===== config.mk =====
export PLATFORM = sky130hd
export DESIGN_NAME = iob_ethmac_mem_arbiter
export DESIGN_NICKNAME = d
export VERILOG_FILES = /design/src/rtl/iob_ethmac_mem_arbiter_pkg.sv /design/src/rtl/iob_rr_arb2.sv /design/src/rtl/iob_ethmac_mem_arbiter.sv
export SDC_FILE = /design/constraint.sdc
export NUM_CORES = 1
export LEC_CHECK = 0
export CAP_MARGIN = 20
export CORE_AREA = 2 2 120 122
export CTS_CLUSTER_DIAMETER = 120
export DETAILED_ROUTE_END_ITERATION = 7
export DIE_AREA = 0 0 122 124
export SLEW_MARGIN = 10
export SYNTH_ARGS = -nofsm -noshare
export SYNTH_HDL_FRONTEND = slang
export SYNTH_HIERARCHICAL = 1
export SYNTH_SLANG_ARGS = --single-unit

===== constraint.sdc =====
create_clock -name clk -period 2.8 [get_ports clk]
set_input_delay 0.28 -clock clk [delete_from_list [all_inputs] [get_ports clk]]
set_output_delay 0.28 -clock clk [all_outputs]
set_load 0.005 [all_outputs]

===== src/rtl/iob_ethmac_mem_arbiter_pkg.sv =====
// Shared encodings for the two-requester IOb memory arbiter.
package iob_ethmac_mem_arbiter_pkg;

    typedef enum logic {
        StIdle = 1'b0,
        StBusy = 1'b1
    } arb_state_e;

    localparam logic REQ_DMA = 1'b0;
    localparam logic REQ_CPU = 1'b1;

endpackage


===== src/rtl/iob_rr_arb2.sv =====
// Combinational 2-way round-robin pick: on a tie the requester not served last wins.
module iob_rr_arb2
    import iob_ethmac_mem_arbiter_pkg::*;
(
    input  logic [1:0] valid_i,
    input  logic       prio_i,
    output logic       idx_o,
    output logic       any_o
);

    always_comb begin
        any_o = |valid_i;
        idx_o = REQ_DMA;
        if (valid_i == 2'b11) begin
            idx_o = ~prio_i;
        end else if (valid_i[1]) begin
            idx_o = REQ_CPU;
        end
    end

endmodule


===== src/rtl/iob_ethmac_mem_arbiter.sv =====
// Shares one IOb memory port between the ethmac DMA (r0) and a CPU data port (r1).
// One transaction in flight; grant is held until the memory returns ready.
module iob_ethmac_mem_arbiter
    import iob_ethmac_mem_arbiter_pkg::*;
#(
    parameter int unsigned ADDR_W = 32,
    parameter int unsigned DATA_W = 32
) (
    input  logic                clk,
    input  logic                rst,

    input  logic                r0_valid,
    input  logic [ADDR_W-1:0]   r0_addr,
    input  logic [DATA_W-1:0]   r0_wdata,
    input  logic [DATA_W/8-1:0] r0_wstrb,
    output logic [DATA_W-1:0]   r0_rdata,
    output logic                r0_ready,

    input  logic                r1_valid,
    input  logic [ADDR_W-1:0]   r1_addr,
    input  logic [DATA_W-1:0]   r1_wdata,
    input  logic [DATA_W/8-1:0] r1_wstrb,
    output logic [DATA_W-1:0]   r1_rdata,
    output logic                r1_ready,

    output logic                m_valid,
    output logic [ADDR_W-1:0]   m_addr,
    output logic [DATA_W-1:0]   m_wdata,
    output logic [DATA_W/8-1:0] m_wstrb,
    input  logic [DATA_W-1:0]   m_rdata,
    input  logic                m_ready,

    output logic                busy,
    output logic                grant
);

    arb_state_e state_q, state_d;
    logic       grant_q, grant_d;
    logic       prio_q, prio_d;
    logic       arb_idx, arb_any;
    logic       sel_valid;
    logic       in_busy;

    iob_rr_arb2 u_rr_arb2 (
        .valid_i ({r1_valid, r0_valid}),
        .prio_i  (prio_q),
        .idx_o   (arb_idx),
        .any_o   (arb_any)
    );

    assign in_busy   = (state_q == StBusy);
    assign sel_valid = (grant_q == REQ_CPU) ? r1_valid : r0_valid;
    assign busy      = in_busy;
    assign grant     = grant_q;

    always_comb begin
        state_d = state_q;
        grant_d = grant_q;
        prio_d  = prio_q;
        unique case (state_q)
            StIdle: begin
                // Spurious m_ready here is ignored.
                if (arb_any) begin
                    state_d = StBusy;
                    grant_d = arb_idx;
                end
            end
            StBusy: begin
                if (m_ready) begin
                    state_d = StIdle;
                    prio_d  = grant_q;
                end else if (!sel_valid) begin
                    // Owner withdrew its request: abandon without a ready, keep prio.
                    state_d = StIdle;
                end
            end
        endcase
    end

    always_ff @(posedge clk or posedge rst) begin
        if (rst) begin
            state_q <= StIdle;
            grant_q <= REQ_DMA;
            prio_q  <= REQ_CPU;
        end else begin
            state_q <= state_d;
            grant_q <= grant_d;
            prio_q  <= prio_d;
        end
    end

    always_comb begin
        m_valid  = 1'b0;
        m_addr   = '0;
        m_wdata  = '0;
        m_wstrb  = '0;
        r0_ready = 1'b0;
        r1_ready = 1'b0;
        r0_rdata = '0;
        r1_rdata = '0;
        if (in_busy) begin
            m_valid = sel_valid;
            if (grant_q == REQ_CPU) begin
                m_addr  = r1_addr;
                m_wdata = r1_wdata;
                m_wstrb = r1_wstrb;
            end else begin
                m_addr  = r0_addr;
                m_wdata = r0_wdata;
                m_wstrb = r0_wstrb;
            end
            if (m_ready) begin
                if (grant_q == REQ_CPU) begin
                    r1_ready = 1'b1;
                    r1_rdata = m_rdata;
                end else begin
                    r0_ready = 1'b1;
                    r0_rdata = m_rdata;
                end
            end
        end
    end

endmodule


==> summary.md <==
| Metric | Value |
|---|---|
| Status | completed |
| Sequential cell area fraction in the yosys report | 4.64% |
| Dpl hpwl | 8620 µm |
| Vias in the first global route | 2802 |
| Post-layout nets | 743 |
| Synth async-reset ratio | 100% |
| Most frequent cells in the layout | clkdlybuf4s50_1 (309), nor2_1 (134), mux2i_1 (69) |
| Post-cts hold buffer count | 0 |
| Max incr delay on CP | 540 ps |
| Synth Register Bits | 3 |
| Die area | 15100 µm² |
| Clock latency on the worst-skew pair | 230 ps |
| Num Clock Sinks | 3 |
| Placed cell count | 745 |
| Number of CTS-inserted buffers | 3 |
| Number of synthesized flops with an enable pin | 0 |
| Critical-path cell list | buf_12 > mux2i_1 > nor2_1 > clkdlybuf4s50_1 |
| Max Freq | 0.426 GHz |
| Antenna Cells | 0 |
| Setup TNS | 0 ps |
| Clk buf depth | 2 |
| Ys flop type | dfrtp_1 |
| Placed cell areas | 4850 µm² |
| IO Count | 310 |
| Final Cell Area | 4930 µm² |
| CTS tree | done |
| Crit path launch type | register |
| Syn Inst Count | 277 |
| Non-filler cells, final | 749 |
| Total GRT Usage | 12.1% |
| Max-slew headroom | 58.5% |
| Number of antenna violations at the first check in global routing | 0 |
| H-tree Lvls | 1 |
| Unrepaired setup endpoints after global routing | false |
| Final Hold Violating Endpoints | 0 |
| Count of final max-slew check failures | 0 |
| DRC viols | 0 |
| Top cell type's share of synthesized area | 41.9% |
| YS warnings | 6 |
| Lkg Pwr | 1.97 nW |
| WS Path Type | reg -> out |
| HP Class | in -> async |
| DRT iter0 DRCs | 68 |
| GRT Residual Overflow | 0 |
| Synth Cell Area | 1650 µm² |
| Initial Util | 12.0% |
| Slowest-stage cell, CP | clkdlybuf4s50_1 |
| CP Capture Type | output port |
| Core Region | 13700 µm² |
| CTS Root Buffer Type | clkbuf_16 |
| First-pass DRT Iterations | 4 |
| Max-Cap Viols | 0 |
| Avg Cell Area, Syn | 5.94 µm² |
| Post-Place Worst Slack | 581 ps |
| Largest net degree at the start of global routing | 67 |
| Syn nets | 450 |
| Fill cells | 1433 |
| Period utilisation layout | 83.8% |
| Synth-to-Final Area Change | 200% |
| Min Hold Slack | 229 ps |
| CP delay by family, top | buffers and inverters |
| Most common cell after layout, fill and taps aside | clkdlybuf4s50_1 |
| Final worst setup slack | 454 ps |
| CTS resizes | 0 |
| CTS clk-pin slew, worst paths | 30 ps |
| CP bufs+invs | 2 |
| Worst EP required | 2520 ps |
| Synth cell types | 19 |
| Maximum vdd drop | 269 µV |
| Final setup viols | 0 |
| Die H | 124 µm |
| IO Port Bufs | 309 |
| Area contributors post-synth | mux2i_1 (42%), nor2_1 (31%), nand2_1 (7.8%), buf_6 (4.1%), dfrtp_1 (3.0%) |
| Routed WL per cell | 13.5 µm |
| First-pass GRT wire length | 14200 µm |
| Worst Tran Pin Value | 622 ps |
| Final min period | 2350 ps |
| Critical path fanouts, max | 66 |
| Die span in x | 122 µm |
| Gpl congestion | 0.793 |
| Total number of vias | 2966 |
| Antenna-violating nets left | 0 |
| # rows | 43 |
| Cell Pwr Density | 564 nW/µm² |
| Share of cells above drive strength 1 | 2.11% |
| Largest area contributor in the synthesized netlist | mux2i_1 |
| Setup Skew | 3.14 ps |
| Post-CTS setup buffers | 0 |
| Final WL | 10100 µm |
| Number of vias per cell | 3.96 |
| CP Data Arrival Time | 2070 ps |
## cells by family after synthesis
logic type / count (synthesis) / synth area share [%]
AO/OA/AOI/OAI: 3 / 1.37
flip-flops: 3 / 4.64
multiplexers: 70 / 42.6
buffers and inverters: 28 / 11.2
AND/OR/NAND/NOR: 173 / 40.2
## synthesized netlist by cell type, types with 2 or more instances
cell,number
mux2i_1,69
nor2_1,134
clkbuf_1,5
buf_4,6
dfrtp_1,2
nand2b_1,2
buf_6,6
nand2_1,34
buf_2,9
## worst paths after layout
path / start / to / slack, ps / cells after the start
max in group asynchronous: rst / prio_q / 2350 / 2
setup / recovery: grant / m_addr[16] / 450 / 4
hold reg to reg: prio_q / prio_q / 510 / 1
hold / removal: rst / busy / 230 / 2
min in group clk: prio_q / prio_q / 510 / 1
setup reg to reg: grant / busy / 1400 / 3
## sequential cells by signal, indices dropped and copies added, names as in the netlist
register / count
prio_q: 1
grant: 1
busy: 1
## final cells by class
type / instances / area, µm² / area share [%]
repair buffers: 314 / 3160 / 64.0
multi-input cells: 246 / 1390 / 28.1
well taps: 180 / 225 / 4.57
flip-flops and latches: 3 / 80.1 / 1.62
clock buffers: 4 / 78.8 / 1.60
inverters: 2 / 7.51 / 0.152
## through the flow
stage	power [W]	utilization, %
finish	0.00278	36.0
detailed placement	0.00258	35.4
global placement	0.00257	35.4
CTS	0.00283	36.0
floorplan	0.00131	-
global route	0.00301	36.0
## per-layer routing
metal	vias up	routed length, µm	track usage (%)
met5	-	0	0
met4	0	78	2.80
met3	4	1210	4.95
met2	177	5370	23.7
met1	1318	3440	11.8
li1	1467	-	-
## report_power, final
group / total, W / switching (W) / internal (W)
Combinational: 0.00244 / 0.00102 / 0.00142
Sequential: 0.000111 / 0.0000379 / 0.0000727
Clock: 0.000229 / 0.0000411 / 0.000188
## worst reg2reg max path, delay by kind of cell, from the launching register on
| family | cells | cell delay, ps |
|---|---|---|
| AO/OA/AOI/OAI | 1 | 110 |
| buffers and inverters | 1 | 340 |
| flip-flops | 1 | 500 |
| multiplexers | 1 | 320 |
No activity file was read; power rests on OpenSTA's default activity.
